<file path="config.mk">
export PLATFORM = sky130hd
export DESIGN_NAME = sprite_write_scheduler
export DESIGN_NICKNAME = d
export VERILOG_FILES = /design/src/rtl/sprite_write_scheduler_pkg.sv /design/src/rtl/sync_fifo.sv /design/src/rtl/sprite_write_scheduler.sv
export SDC_FILE = /design/constraint.sdc
export NUM_CORES = 1
export LEC_CHECK = 0
export BUFFER_PORTS_ARGS = -buffer_cell sky130_fd_sc_hd__buf_2
export CAP_MARGIN = 20
export CORE_MARGIN = 4
export CORE_UTILIZATION = 40
export CTS_BUF_LIST = sky130_fd_sc_hd__clkbuf_4 sky130_fd_sc_hd__clkbuf_8 sky130_fd_sc_hd__clkbuf_16
export CTS_CLUSTER_SIZE = 40
export DETAILED_ROUTE_END_ITERATION = 10
export PLACE_DENSITY = 0.57
export SLEW_MARGIN = 30
export SYNTH_ARGS = -nofsm -noshare
export SYNTH_HDL_FRONTEND = slang
export SYNTH_SLANG_ARGS = --single-unit
</file>
<file path="constraint.sdc">
create_clock -name clk -period 5.92 [get_ports clk]
set_clock_uncertainty 0.2 [all_clocks]
set_input_delay 1.48 -clock clk [delete_from_list [all_inputs] [get_ports clk]]
set_output_delay 1.48 -clock clk [all_outputs]
set_load 0.1 [all_outputs]
</file>
<file path="src/rtl/sprite_write_scheduler_pkg.sv">
// Shared definitions for the sprite write scheduler.
//   - state_e : scheduler FSM encoding (active display, draining, frame done)
//   - IndexW / ValueW / EntryW : sprite register index, data and packed entry widths
package sprite_write_scheduler_pkg;

    localparam int unsigned IndexW = 12;
    localparam int unsigned ValueW = 16;
    localparam int unsigned EntryW = IndexW + ValueW;

    typedef enum logic [1:0] {
        StActive = 2'd0,  // outside vblank, writes only accumulate
        StDrain  = 2'd1,  // in vblank, queue holds entries being forwarded
        StDone   = 2'd2   // in vblank, queue empty
    } state_e;

    // Packs an index/value pair into one queue entry, index in the upper bits.
    function automatic logic [EntryW-1:0] pack_entry(input logic [IndexW-1:0] idx,
                                                     input logic [ValueW-1:0] val);
        return {idx, val};
    endfunction

endpackage

</file>
<file path="src/rtl/sync_fifo.sv">
// Synchronous FIFO used as the sprite write queue.
// Ports:
//   clk_i, rst_i      : clock and asynchronous active-high reset (pointers/count only)
//   push_i, wdata_i   : enqueue request and data (ignored when full)
//   pop_i, rdata_o    : dequeue request (ignored when empty); rdata_o shows the head entry
//   full_o, empty_o   : occupancy flags
//   count_o           : current occupancy, 0..Depth
module sync_fifo #(
    parameter int unsigned Width = 28,
    parameter int unsigned Depth = 8
) (
    input  logic                       clk_i,
    input  logic                       rst_i,
    input  logic                       push_i,
    input  logic [Width-1:0]           wdata_i,
    input  logic                       pop_i,
    output logic [Width-1:0]           rdata_o,
    output logic                       full_o,
    output logic                       empty_o,
    output logic [$clog2(Depth):0]     count_o
);

    localparam int unsigned PtrW   = $clog2(Depth);
    localparam int unsigned CountW = PtrW + 1;

    logic [Width-1:0]  mem_q [Depth];
    logic [PtrW-1:0]   wptr_q, wptr_d;
    logic [PtrW-1:0]   rptr_q, rptr_d;
    logic [CountW-1:0] count_q, count_d;
    logic              do_push, do_pop;

    assign full_o  = (count_q == CountW'(Depth));
    assign empty_o = (count_q == '0);
    assign count_o = count_q;
    assign rdata_o = mem_q[rptr_q];

    assign do_push = push_i && !full_o;
    assign do_pop  = pop_i && !empty_o;

    // Depth is a power of two, so plain pointer increment wraps modulo Depth.
    always_comb begin
        wptr_d  = wptr_q;
        rptr_d  = rptr_q;
        count_d = count_q;
        if (do_push) begin
            wptr_d = wptr_q + PtrW'(1);
        end
        if (do_pop) begin
            rptr_d = rptr_q + PtrW'(1);
        end
        if (do_push && !do_pop) begin
            count_d = count_q + CountW'(1);
        end else if (do_pop && !do_push) begin
            count_d = count_q - CountW'(1);
        end
    end

    always_ff @(posedge clk_i or posedge rst_i) begin
        if (rst_i) begin
            wptr_q  <= '0;
            rptr_q  <= '0;
            count_q <= '0;
        end else begin
            wptr_q  <= wptr_d;
            rptr_q  <= rptr_d;
            count_q <= count_d;
        end
    end

    // Storage is not reset; the pointers alone define which entries are valid.
    always_ff @(posedge clk_i) begin
        if (do_push) begin
            mem_q[wptr_q] <= wdata_i;
        end
    end

endmodule

</file>
<file path="src/rtl/sprite_write_scheduler.sv">
// Sprite write scheduler: queues CPU sprite-register writes and forwards them to the
// display controller only during vertical blank, one entry per clock in FIFO order.
// Ports:
//   clk, reset                 : clock and asynchronous active-high reset
//   cpu_write_i/index/value    : CPU write strobe and payload
//   cpu_ready_o                : queue not full (write this cycle is accepted)
//   in_vblank_i                : vertical-blank flag
//   register_write_o/index/val : registered write strobe and payload to the display
//   pending_o                  : queue occupancy
//   frame_done_o               : one-cycle pulse on entering the done state
//   overflow_o                 : sticky dropped-write flag
//   clear_overflow_i           : clears overflow_o (a same-cycle drop wins)
module sprite_write_scheduler
    import sprite_write_scheduler_pkg::*;
#(
    parameter int unsigned DEPTH = 8
) (
    input  logic                     clk,
    input  logic                     reset,
    input  logic                     cpu_write_i,
    input  logic [IndexW-1:0]        cpu_index_i,
    input  logic [ValueW-1:0]        cpu_value_i,
    output logic                     cpu_ready_o,
    input  logic                     in_vblank_i,
    output logic                     register_write_o,
    output logic [IndexW-1:0]        register_index_o,
    output logic [ValueW-1:0]        register_write_value_o,
    output logic [$clog2(DEPTH):0]   pending_o,
    output logic                     frame_done_o,
    output logic                     overflow_o,
    input  logic                     clear_overflow_i
);

    localparam int unsigned CountW = $clog2(DEPTH) + 1;

    state_e             state_q, state_d;
    logic               reg_write_q, reg_write_d;
    logic [IndexW-1:0]  reg_index_q, reg_index_d;
    logic [ValueW-1:0]  reg_value_q, reg_value_d;
    logic               frame_done_q, frame_done_d;
    logic               overflow_q, overflow_d;

    logic               fifo_full, fifo_empty;
    logic [CountW-1:0]  fifo_count;
    logic [EntryW-1:0]  fifo_rdata;
    logic               push, pop, drop;
    logic               next_empty;

    // Ready depends only on registered occupancy, so a pop cannot rescue a full-queue write.
    assign cpu_ready_o = (fifo_count != CountW'(DEPTH));
    assign push        = cpu_write_i && cpu_ready_o;
    assign drop        = cpu_write_i && !cpu_ready_o;
    assign pop         = in_vblank_i && !fifo_empty;

    // Queue will be empty after this edge: nothing arrives and nothing (or the last) remains.
    assign next_empty  = !push && (fifo_empty || (pop && fifo_count == CountW'(1)));

    sync_fifo #(
        .Width (EntryW),
        .Depth (DEPTH)
    ) u_fifo (
        .clk_i   (clk),
        .rst_i   (reset),
        .push_i  (push),
        .wdata_i (pack_entry(cpu_index_i, cpu_value_i)),
        .pop_i   (pop),
        .rdata_o (fifo_rdata),
        .full_o  (fifo_full),
        .empty_o (fifo_empty),
        .count_o (fifo_count)
    );

    always_comb begin
        state_d      = state_q;
        reg_write_d  = pop;
        reg_index_d  = reg_index_q;
        reg_value_d  = reg_value_q;
        overflow_d   = overflow_q;

        if (!in_vblank_i) begin
            state_d = StActive;
        end else begin
            unique case (state_q)
                StActive: state_d = next_empty ? StDone : StDrain;
                StDrain:  state_d = next_empty ? StDone : StDrain;
                StDone:   state_d = next_empty ? StDone : StDrain;
                default:  state_d = StActive;
            endcase
        end

        if (pop) begin
            reg_index_d = fifo_rdata[EntryW-1:ValueW];
            reg_value_d = fifo_rdata[ValueW-1:0];
        end

        // Set has priority over clear.
        if (drop) begin
            overflow_d = 1'b1;
        end else if (clear_overflow_i) begin
            overflow_d = 1'b0;
        end

        frame_done_d = (state_d == StDone) && (state_q != StDone);
    end

    always_ff @(posedge clk or posedge reset) begin
        if (reset) begin
            state_q      <= StActive;
            reg_write_q  <= 1'b0;
            reg_index_q  <= '0;
            reg_value_q  <= '0;
            frame_done_q <= 1'b0;
            overflow_q   <= 1'b0;
        end else begin
            state_q      <= state_d;
            reg_write_q  <= reg_write_d;
            reg_index_q  <= reg_index_d;
            reg_value_q  <= reg_value_d;
            frame_done_q <= frame_done_d;
            overflow_q   <= overflow_d;
        end
    end

    assign register_write_o       = reg_write_q;
    assign register_index_o       = reg_index_q;
    assign register_write_value_o = reg_value_q;
    assign pending_o              = fifo_count;
    assign frame_done_o           = frame_done_q;
    assign overflow_o             = overflow_q;

    logic unused_full;
    assign unused_full = fifo_full;

endmodule
</file>
; Word-level counts from Yosys, hierarchy flattened
; Memories as Yosys holds them, arrays and structs flattened. A register that Yosys moved wholly into a read port is not among the register bits.
; Index checks and enable logic that the tools add are counted.
[classes]
addsub = 4
n_reduce_logical = 22
muxes = 9
n_eq_ne = 7
[op_table]
columns = operator, n
row1 = logical AND 1 bit, 10
row2 = 2-to-1 mux 4 bit, 2
row3 = "adder 3 x 1 -> 3 bit, second input constant", 2
row4 = logical NOT 1 bit, 6
row5 = 2-to-1 mux 2 bit, 3
row6 = "adder 4 x 1 -> 4 bit, second input constant", 1
row7 = "== test 2 bit, second input constant", 2
row8 = "== test 4 x 1 -> 1 bit, second input constant", 1
row9 = "== test 4 bit, second input constant", 1
row10 = logical NOT 4 bit, 1
row11 = 2-to-1 mux 1 bit, 4
row12 = "!= test 4 bit, second input constant", 1
row13 = nonzero test 2 bit, 2
row14 = "subtractor 4 x 1 -> 4 bit, second input constant", 1
row15 = OR reduction 3 bit, 1
row16 = "== test 2 x 1 -> 1 bit, second input constant", 1
row17 = logical NOT 2 bit, 1
row18 = "!= test 2 bit, second input constant", 1
row19 = logical OR 1 bit, 1
[word_totals]
wordCells = 50
mem_count = 1
register_bits = 15
in_bits = 33
out_inout_bits = 36
ramBits = 224
[mem_list]
columns = name, depth, width, read_ports, rd_clocked_by_memory_dff, write_ports, line
row1 = u_fifo.mem_q, 8, 28, 1, 1, 1, sync_fifo.sv:26  ; logic [Width-1:0] mem_q [Depth];

; Logic depth before layout (Yosys ltp)
; Gate-level depths: netlist (run 1).
[depth]
ltp_word = 11
depth_mapped = 10
depth_no_buf = 9

; By module
; A second synthesis (run 1) with hierarchy kept.
[unflattened]
cells_unflattened = 470
area_unflattened_um2 = 10368.7
[by_module_without_submodules]
columns = mod, cells_each, area_each_um2, seq_area_each_um2, instances
row1 = sync_fifo, 387, 9039.9, 6976.7, 1
row2 = sprite_write_scheduler, 83, 1328.8, 825.8, 1

; Worst setup path before layout (run 1)
; Ideal clock, no wire load.
[synth_timing]
path_type = flip-flop to flip-flop
start = register u_fifo.count_q[1], in the netlist u_fifo.count_o[1]
end = memory u_fifo.mem_q[1][0], enable pin
setup_slack_ns = 0.831
path_buffers = 0
stages_incl_launch_ff = 6
arrival_time_ns = 4.441
required_ns = 5.272
cell_sequence = dfrtp_1 inv_1 ha_1 nand3b_1 nand3_1 nor3_1
[synth_between]
elab_chain_cells = 5
[synth_lines]
columns = element, line
row1 = start: declaration, sync_fifo.sv:29  ; logic [CountW-1:0] count_q, count_d;
row2 = start signal: assignment, sync_fifo.sv:66  ; count_q <= count_d;
row3 = != test 4 bit, sprite_write_scheduler.sv:50  ; assign cpu_ready_o = (fifo_count != CountW'(DEPTH));
row4 = via cpu_ready_o, sprite_write_scheduler.sv:23  ; output logic cpu_ready_o,
row5 = logical AND 1 bit, sprite_write_scheduler.sv:51  ; assign push = cpu_write_i && cpu_ready_o;
row6 = logical AND 1 bit, sync_fifo.sv:37  ; assign do_push = push_i && !full_o;
row7 = 2-to-1 mux 1 bit, sync_fifo.sv:72  ; if (do_push) begin
row8 = 2-to-1 mux 1 bit (not written as such), sync_fifo.sv:73  ; mem_q[wptr_q] <= wdata_i;
row9 = end: declaration, sync_fifo.sv:26
; The timed path passes the listed nets, and every way through them passes these cells.

; Worst setup path after layout (run 1)
[layout_timing]
start = register u_fifo.count_q[0], in the netlist u_fifo.count_o[0]
end = output cpu_ready_o
[layout_between]
elab_chain_cells = 1
[layout_lines]
columns = element, line
row1 = != test 4 bit, sprite_write_scheduler.sv:50
row2 = end: declaration, sprite_write_scheduler.sv:23
; No other way between the ends.

==> results of run 1 <==
## final cells by class
class	instances	area share, %
well taps	335	3.439
clock inverters	14	1.375
clock buffers	38	6.765
flip-flops and latches	267	64.04
inverters	8	0.2464
repair buffers	81	3.757
multi-input cells	278	20.38
## final timing paths
check	to	start	cells past startpoint
min in group asynchronous	register_write_value_o[14]$_DFFE_PP0P_	reset	2
worst max register to register	u_fifo.count_o[3]$_DFFE_PP0P_	u_fifo.count_o[0]$_DFFE_PP0P_	10
worst max-delay path	cpu_ready_o	u_fifo.count_o[0]$_DFFE_PP0P_	4
max in group asynchronous	u_fifo.rptr_q[0]$_DFFE_PP0P_	reset	3
worst min-delay path	frame_done_o$_DFF_PP0_	state_q[1]$_DFF_PP0_	1
worst min register to register	frame_done_o$_DFF_PP0_	state_q[1]$_DFF_PP0_	1
## Yosys cell counts (all sizes together)
library cell and instances:
edfxtp 224, mux2 58, mux2i 57, dfrtp 43, o21ai 29, o22ai 29, a22o 28, o31ai 28
buf 23, clkbuf 10, nor2 9, inv 8, ha 6, nand2 6, xnor2 5, nand2b 4
nand3b 3, nor3 3, xor2 3, a21oi 2, nand3 2, nor2b 2, or4 2, nand4 1
nor3b 1
## kinds of logic after synthesis
| kind of cell | after synthesis | share of synthesized area (%) |
|---|---|---|
| xor gates and xnor gates | 8 | 0.6672 |
| muxes | 115 | 11.65 |
| and+or+nand+nor | 33 | 1.644 |
| adders and majority gates | 6 | 0.7149 |
| AOI/OAI and AO/OA | 116 | 8.495 |
| buffers and inverters | 41 | 2.526 |
| DFF | 267 | 74.30 |
## sequential cells by signal (all words and copies together), names as in the netlist
name,count
u_fifo.mem_q,224
register_write_value_o,16
register_index_o,12
u_fifo.count_o,4
u_fifo.rptr_q,3
u_fifo.wptr_q,3
state_q,2
frame_done_o,1
overflow_o,1
register_write_o,1
## worst max-delay path, cell delays in order, from the launching register on
cell	delay [ps]
dfrtp_1	450
inv_1	70
ha_1	250
nand3b_1	220
buf_2	480
## through the flow
step	setup WS, ps	util (%)	cells	instance area (sq um)	total power, uW
2_1_floorplan	830.7	-	586	10500	4675
3_3_place_gp	2543	43.11	968	11170	5139
3_5_place_dp	2518	43.11	968	11170	5201
4_1_cts	2191	46.94	1020	12160	7047
5_1_grt	2096	47.04	1021	12190	7308
6_report	2236	47.04	1021	12190	6978
## layout by cell type (no fill, tap or decap), types with 6 or more instances in the layout
cell type	n
a22o_1	28
buf_2	68
buf_4	12
clkbuf_16	29
dfrtp_1	42
edfxtp_1	224
ha_1	6
mux2_1	15
mux2_2	43
mux2i_1	57
nor2_2	6
o21ai_0	29
o22ai_1	29
o31ai_1	8
o31ai_2	20
## metal layers
metal  vias to the layer above  GRT usage, %  wire length, um
li1                       2475             -                -
met1                      2722         20.11             9529
met2                       129         27.50            11380
met3                        35         3.554             1301
met4                         6         3.889              393
met5                         -             0               30
## where the power goes
part	internal, uW	switching, uW
sequential	2430	259
clock	1140	682
combinational	720	1750
total	4290	2690
==> impl_metrics.csv, run 1 <==
group,metric,value,unit
flow_run,drv_cap,0,
floorplan,initial_core_util,40.53,%
finish,multiInputGateArea,0.002484,sq mm
setup_path,rrSetupSlack,2710,ps
setup_path,endpoint_kind,"output pin",
detailed_routing,drc,0,
setup_path,cp-start-kind,"flop",
finish,fillers,2197,
finish,area_growth,16.07,%
yosys,yosysSeqAreaShare,74.30,%
yosys,yosysWarnings,0,
placement,port_buffers,68,
yosys,synth.net_count,625,
clocking,cts.path.max_buffers,3,
finish,regArea,0.007806,sq mm
hold_path,min_path_type,"reg -> reg",
placement,dp_hpwl,11480,um
global_routing,antenna_found_initial,3,
run_status,status,"complete, no violations",
timing,slew_headroom,37.76,%
timing,rsz0062_at_grt,"false",
global_routing,grtUsageTotal,15.76,%
clocking,clk_latency,540,ps
floorplan,die_y,170.0,um
detailed_routing,first_pass_iters,4,
timing,drv_slew,0,
floorplan,core-area,0.02591,sq mm
clocking,cts_buffers,28,
clocking,cts.sink_count,267,
power,leakage,0.004393,uW
floorplan,io_pins,69,
timing,tightest_slew,931.7,ps
clocking,hold_buffers,0,
setup_path,critPathRequiredTime,4240,ps
timing,whs,229.6,ps
yosys,synth.top_cells.by_area,"edfxtp_1 64%, dfrtp_1 10%, mux2i_1 5.4%, mux2_2 4.6%, o31ai_2 2.4%",
detailed_routing,ant_nets,0,
floorplan,die_w,170.0,um
finish,drive_gt1_share,30.61,%
global_routing,grt_pass1_vias,5907,
yosys,synth_top_area_share,64.05,%
clocking,cts_tree,"built",
finish,antenna_cells,0,
timing,period_share,62.24,%
placement,gp_congestion,0.6946,
setup_path,path_max_fanout,7,
yosys,syn_inst,586,
detailed_routing,vias_per_cell,5.257,
power,vdd_drop_max,0.0003259,V
yosys,syn_avg_cell_area,17.92,sq um
yosys,ys_seq_elements,267,
clocking,cts_htree_levels,1,
yosys,synth_cell_types,35,
clocking,clk_pin_slew,60,ps
floorplan,std_cell_rows,59,
detailed_routing,vias,5367,
detailed_routing,wl_per_cell,22.17,um
yosys,synth_area,0.01050,sq mm
clocking,cts_root_buf,"clkbuf_16",
global_routing,grt_overflow,0,
floorplan,dieArea,0.02891,sq mm
clocking,cts_resized,0,
clocking,postCtsSetupBuffers,0,
detailed_routing,wirelength,22630,um
timing,finalSetupViolations,0,
global_routing,grt_pass1_wl,34870,um
yosys,synth.largest_area_cell,"edfxtp_1",
power,power_density,572.4,mW/mm^2
timing,fin_tns_setup,0,ps
timing,finalHoldViolations,0,
timing,layout_min_cycle_time,3684,ps
timing,clock.fmax,271.4,MHz
detailed_routing,drt_iter0_markers,377,
finish,nNetsFinal,703,
setup_path,worstPathArrival,2000,ps
setup_path,crit_type,"reg -> out",
global_routing,grt_max_degree,59,
Note: power is estimated with default switching activity, not from simulation.
==> run 2, diff against run 1 <==
--- a/config.mk
+++ b/config.mk
@@ -12,7 +12,7 @@
 export CTS_BUF_LIST = sky130_fd_sc_hd__clkbuf_4 sky130_fd_sc_hd__clkbuf_8 sky130_fd_sc_hd__clkbuf_16
 export CTS_CLUSTER_SIZE = 40
 export DETAILED_ROUTE_END_ITERATION = 10
-export PLACE_DENSITY = 0.57
+export PLACE_DENSITY = 0.59
 export SLEW_MARGIN = 30
 export SYNTH_ARGS = -nofsm -noshare
 export SYNTH_HDL_FRONTEND = slang
==> constraint.sdc (replaced) <==
create_clock -name clk -period 2.95 [get_ports clk]
set_clock_uncertainty 0.2 [all_clocks]
set_input_delay 0.7375 -clock clk [delete_from_list [all_inputs] [get_ports clk]]
set_output_delay 0.7375 -clock clk [all_outputs]
set_load 0.1 [all_outputs]
==> impl_metrics.csv, run 2 (same netlist as run 1, synthesis figures left out) <==
group,metric,value,unit
clocking,cts_root_buf,"clkbuf_16",
detailed_routing,route.met3.wl,1125,um
clocking,cts_resized,0,
clocking,postCtsSetupBuffers,0,
power,vdd_drop_max,0.0009817,V
setup_path,worstPathArrival,1910,ps
timing,finalSetupViolations,0,
floorplan,die_y,170.0,um
setup_path,crit_type,"reg -> out",
floorplan,die_w,170.0,um
finish,layout_commonest_cell,"edfxtp_1",
finish,multiInputGateArea,0.002529,sq mm
detailed_routing,drc,0,
floorplan,std_cell_rows,59,
detailed_routing,wl_per_cell,21.18,um
timing,rsz0062_at_grt,"false",
detailed_routing,met2_length,10570,um
clocking,cts_tree,"built",
setup_path,max_stage_delay,520,ps
global_routing,grt_overflow,0,
floorplan,io_pins,69,
clocking,hold_buffers,0,
power,power_density,1139,mW/mm^2
detailed_routing,vias_per_cell,5.249,
setup_path,rrSetupSlack,290,ps
finish,regArea,0.007816,sq mm
timing,whs,51.24,ps
detailed_routing,met1Wirelength,9634,um
placement,gp_congestion,0.7010,
timing,clock.fmax,351.4,MHz
timing,period_share,96.48,%
setup_path,endpoint_kind,"output pin",
run_status,status,"complete, no violations",
setup_path,critPathRequiredTime,2010,ps
flow_run,drv_cap,0,
timing,drv_slew,0,
detailed_routing,wirelength,21750,um
timing,fin_ws,103.9,ps
global_routing,antenna_found_initial,2,
finish,drive_gt1_share,32.37,%
timing,slew_headroom,58.75,%
placement,port_buffers,68,
placement,place_ws,380.7,ps
finish,top_register,"u_fifo.mem_q",
detailed_routing,vias,5391,
detailed_routing,drt_iter0_markers,422,
setup_path,reg2reg_depth,9,
clocking,cts_htree_levels,1,
placement,dp_hpwl,12400,um
setup_path,r2r-end,"u_fifo.count_o[3]$_DFFE_PP0P_",
finish,largest_reg_flops,224,
floorplan,initial_core_util,40.53,%
finish,layout_common_cells,"224 x edfxtp_1, 67 x buf_2, 57 x mux2i_1, 43 x mux2_2, 38 x dfrtp_1",
setup_path,cp-start-kind,"flop",
timing,finalHoldViolations,0,
global_routing,grt_max_degree,44,
finish,antenna_cells,0,
clocking,cts.path.max_buffers,3,
setup_path,crit_chain,"inv_4, ha_4, nand3b_1, clkbuf_4",
global_routing,grt_pass1_vias,5737,
setup_path,crit_path_top_delay_cell,"dfrtp_4",
clocking,cts.sink_count,267,
timing,layout_min_cycle_time,2846,ps
finish,area_growth,17.66,%
timing,tightest_slew,618.7,ps
setup_path,rr_startpoint,"u_fifo.count_o[1]$_DFFE_PP0P_",
global_routing,grtUsageTotal,15.01,%
detailed_routing,top_layer,"met5",
global_routing,grt_pass1_wl,33590,um
detailed_routing,first_pass_iters,4,
clocking,cts_buffers,28,
power,leakage,0.004453,uW
detailed_routing,ant_nets,0,
floorplan,dieArea,0.02891,sq mm
floorplan,core-area,0.02591,sq mm
hold_path,min_path_type,"in -> async",
finish,fillers,2139,
clocking,clk_latency,530,ps
finish,nNetsFinal,711,
clocking,clk_pin_slew,60,ps
setup_path,path_max_fanout,6,
==> run 2: changes by cell type in the layout (fill, tap and decap cells not counted), moves of 2 or more <==
cell,previous run,this run
clkinv_1,4,1
dfrtp_4,1,3
clkbuf_8,5,3
buf_4,12,14
dfrtp_2,0,2
dfrtp_1,42,38
buf_12,0,7
nor3_2,2,0
nor2_2,6,1
nor3_4,0,2
clkbuf_4,4,9
nor2_4,1,6
==> run 2: through the flow <==
step	area, sq um	utilization [%]	power [uW]	std cells	TNS (ps)
after floorplan	10600	-	9476	586	-106110
after global placement	11380	43.93	10490	977	0
after detailed placement	11380	43.93	10630	977	0
after CTS	12350	47.67	14260	1027	0
after global routing	12360	47.68	14720	1027	0
final	12360	47.68	14080	1027	0
==> run 2: area by class of cell <==
cell class,count,share of cell area (%)
Clock buffer,41,6.896
Multi-Input combinational cell,278,20.47
Clock inverter,9,0.9620
Tap cell,335,3.392
Inverter,8,0.2633
Timing Repair Buffer,89,4.759
Sequential cell,267,63.26
==> run 2: per-layer routing <==
layer	GRT usage, %	vias to the layer above
li1	-	2497
met1	20.36	2745
met2	25.17	108
met3	2.834	37
met4	3.854	4
met5	0	-
==> run 2: power by group <==
group | switching [uW] | total (uW) | internal (uW)
Sequential | 450 | 5330 | 4880
Combinational | 3600 | 5150 | 1550
Clock | 1340 | 3600 | 2250
==> run 2: worst max path at each step <==
stage | end | from | slack, ps | cells past startpoint
4_1_cts | cpu_ready_o | u_fifo.count_o[0]$_DFFE_PP0P_ | 30 | 4
3_5_place_dp | u_fifo.count_o[3]$_DFFE_PP0P_ | u_fifo.count_o[1]$_DFFE_PP0P_ | 380 | 9
6_report | cpu_ready_o | u_fifo.count_o[1]$_DFFE_PP0P_ | 100 | 4
5_1_grt | cpu_ready_o | u_fifo.count_o[1]$_DFFE_PP0P_ | 40 | 4
3_3_place_gp | u_fifo.count_o[3]$_DFFE_PP0P_ | u_fifo.count_o[1]$_DFFE_PP0P_ | 550 | 9
2_1_floorplan | u_fifo.mem_q[0][0]$_DFFE_PP_ | u_fifo.count_o[0]$_DFFE_PP0P_ | -810 | 5
==> run 2: worst max-delay path, delay by kind of cell (launching register included) <==
kind                       cells  cell delay (ps)
DFF                            1              520
buffers and inverters          2              460
and+or+nand+nor                1              250
adders and majority gates      1              140
==> run 3, diff against run 2 <==
--- a/config.mk
+++ b/config.mk
@@ -16,4 +16,5 @@
 export SLEW_MARGIN = 30
 export SYNTH_ARGS = -nofsm -noshare
 export SYNTH_HDL_FRONTEND = slang
+export SYNTH_HIERARCHICAL = 1
 export SYNTH_SLANG_ARGS = --single-unit
==> impl_metrics.csv, run 3 <==
group,metric,value,unit
timing,fin_tns_setup,0,ps
clocking,postCtsSetupBuffers,0,
timing,period_share,95.43,%
floorplan,die_y,169.0,um
finish,area_growth,19.60,%
global_routing,antenna_found_initial,2,
detailed_routing,drc,0,
timing,finalHoldViolations,0,
timing,tightest_slew,588.4,ps
setup_path,critPathRequiredTime,3140,ps
power,power_density,1140,mW/mm^2
timing,fin_ws,134.9,ps
setup_path,path_max_fanout,10,
finish,finalNonFillerCells,927,
finish,fillers,2038,
yosys,syn_inst,469,
finish,drive_gt1_share,46.90,%
timing,whs,216.9,ps
power,power,14130,uW
timing,slew_headroom,60.77,%
clocking,cts.path.max_buffers,3,
setup_path,worstPathArrival,3010,ps
clocking,clk_latency,530,ps
setup_path,crit_type,"reg -> reg",
placement,gp_congestion,0.6948,
global_routing,grtUsageTotal,14.57,%
setup_path,cp-start-kind,"flop",
setup_path,endpoint_kind,"flop",
placement,placedCellCount,874,
hold_path,min_path_type,"in -> reg",
setup_path,crit_chain,"or4b_4, nand2_1, inv_1, ha_2, inv_4, ha_4, or4_1, nand3_1, o221ai_1",
clocking,cts_buffers,28,
power,vdd_drop_max,0.0006451,V
detailed_routing,wl_per_cell,21.69,um
floorplan,core-area,0.02533,sq mm
floorplan,io_pins,69,
power,leakage,0.004274,uW
run_status,status,"complete, no violations",
flow_run,drv_cap,0,
floorplan,dieArea,0.02855,sq mm
yosys,yosysWarnings,6,
floorplan,die_w,169.0,um
timing,layout_min_cycle_time,2815,ps
placement,dp_hpwl,12270,um
timing,finalSetupViolations,0,
detailed_routing,drt_iter0_markers,287,
detailed_routing,vias,4776,
detailed_routing,vias_per_cell,5.152,
finish,regArea,0.007820,sq mm
finish,layout_commonest_cell,"edfxtp_1",
clocking,cts_root_buf,"clkbuf_16",
detailed_routing,wirelength,20110,um
placement,port_buffers,68,
yosys,syn_avg_cell_area,22.10,sq um
global_routing,grt_max_degree,30,
setup_path,max_stage_delay,590,ps
finish,largest_reg_flops,224,
detailed_routing,first_pass_iters,4,
global_routing,grt_pass1_wl,32060,um
finish,multiInputGateArea,0.002527,sq mm
finish,antenna_cells,0,
clocking,clk_pin_slew,60,ps
timing,drv_slew,0,
floorplan,initial_core_util,40.92,%
global_routing,grt_pass1_vias,5338,
clocking,cts_tree,"built",
yosys,synth_area,0.01036,sq mm
finish,top_register,"u_fifo/mem_q",
clocking,cts.sink_count,267,
finish,layout_common_cells,"224 x edfxtp_1, 68 x buf_2, 56 x mux4_2, 50 x mux2_2, 37 x dfrtp_1",
yosys,synth.net_count,508,
setup_path,rrSetupSlack,130,ps
timing,clock.fmax,355.2,MHz
setup_path,crit_path_top_delay_cell,"or4b_4",
detailed_routing,ant_nets,0,
timing,rsz0062_at_grt,"false",
placement,place_ws,70.44,ps
finish,nNetsFinal,614,
floorplan,std_cell_rows,58,
global_routing,grt_overflow,0,
clocking,cts_htree_levels,1,
[run 3: where the power goes]
part | leakage, uW | internal, uW | switching (uW)
Combinational | 0.00130 | 2060 | 3370
Clock | 0.000441 | 1930 | 1370
Sequential | 0.00254 | 4900 | 493
[run 3: stage by stage]
| step | area, sq um | utilization, % |
|---|---|---|
| 2_1_floorplan | 10470 | - |
| 3_5_place_dp | 11480 | 45.33 |
| 5_1_grt | 12400 | 48.95 |
| 4_1_cts | 12380 | 48.90 |
| 6_report | 12400 | 48.95 |
| 3_3_place_gp | 11480 | 45.33 |
[run 3: path summary, 6_finish.rpt]
kind,start,depth (start not counted),endpoint
worst max-delay path,u_fifo/count_o[0]$_DFFE_PP0P_,9,u_fifo/count_o[3]$_DFFE_PP0P_
max in group asynchronous,reset,4,register_write_value_o[2]$_DFFE_PP0P_
worst max register to register,u_fifo/count_o[0]$_DFFE_PP0P_,9,u_fifo/count_o[3]$_DFFE_PP0P_
worst min register to register,register_write_value_o[0]$_DFFE_PP0P_,1,register_write_value_o[0]$_DFFE_PP0P_
min in group asynchronous,reset,3,u_fifo/count_o[2]$_DFFE_PP0P_
worst min-delay path,clear_overflow_i,2,overflow_o$_DFFE_PP0P_
[run 3: area by class of cell]
type                            instances  area share, %
Inverter                                7         0.2321
Multi-Input combinational cell        176          20.39
Tap cell                              330          3.331
Timing Repair Buffer                   95          5.813
Clock inverter                         13         0.5955
Clock buffer                           39          6.560
Sequential cell                       267          63.08
[run 3: what timing repair did]
item / CTS / global route
gates resized for setup: 1 / 2
endpoints found under the hold margin: 10 / 0
endpoints found under the setup margin: 1 / 2
hold buffers: 1 / 0
[run 3: worst max-delay path: cells and delay by family (launching register included)]
kind | cells | cell delay [ps]
AO/OA/AOI/OAI | 1 | 120
buffers and inverters | 2 | 150
AND/OR/NAND/NOR | 4 | 1220
flip-flops | 1 | 560
adder cells (fa/ha/maj) | 2 | 420
[run 3: per-layer routing]
layer	wire length, um	global-route usage (%)	vias up
li1	-	-	2131
met1	8990	19.91	2538
met2	10060	24.62	77
met3	742	2.826	26
met4	286	3.080	4
met5	27	0	-
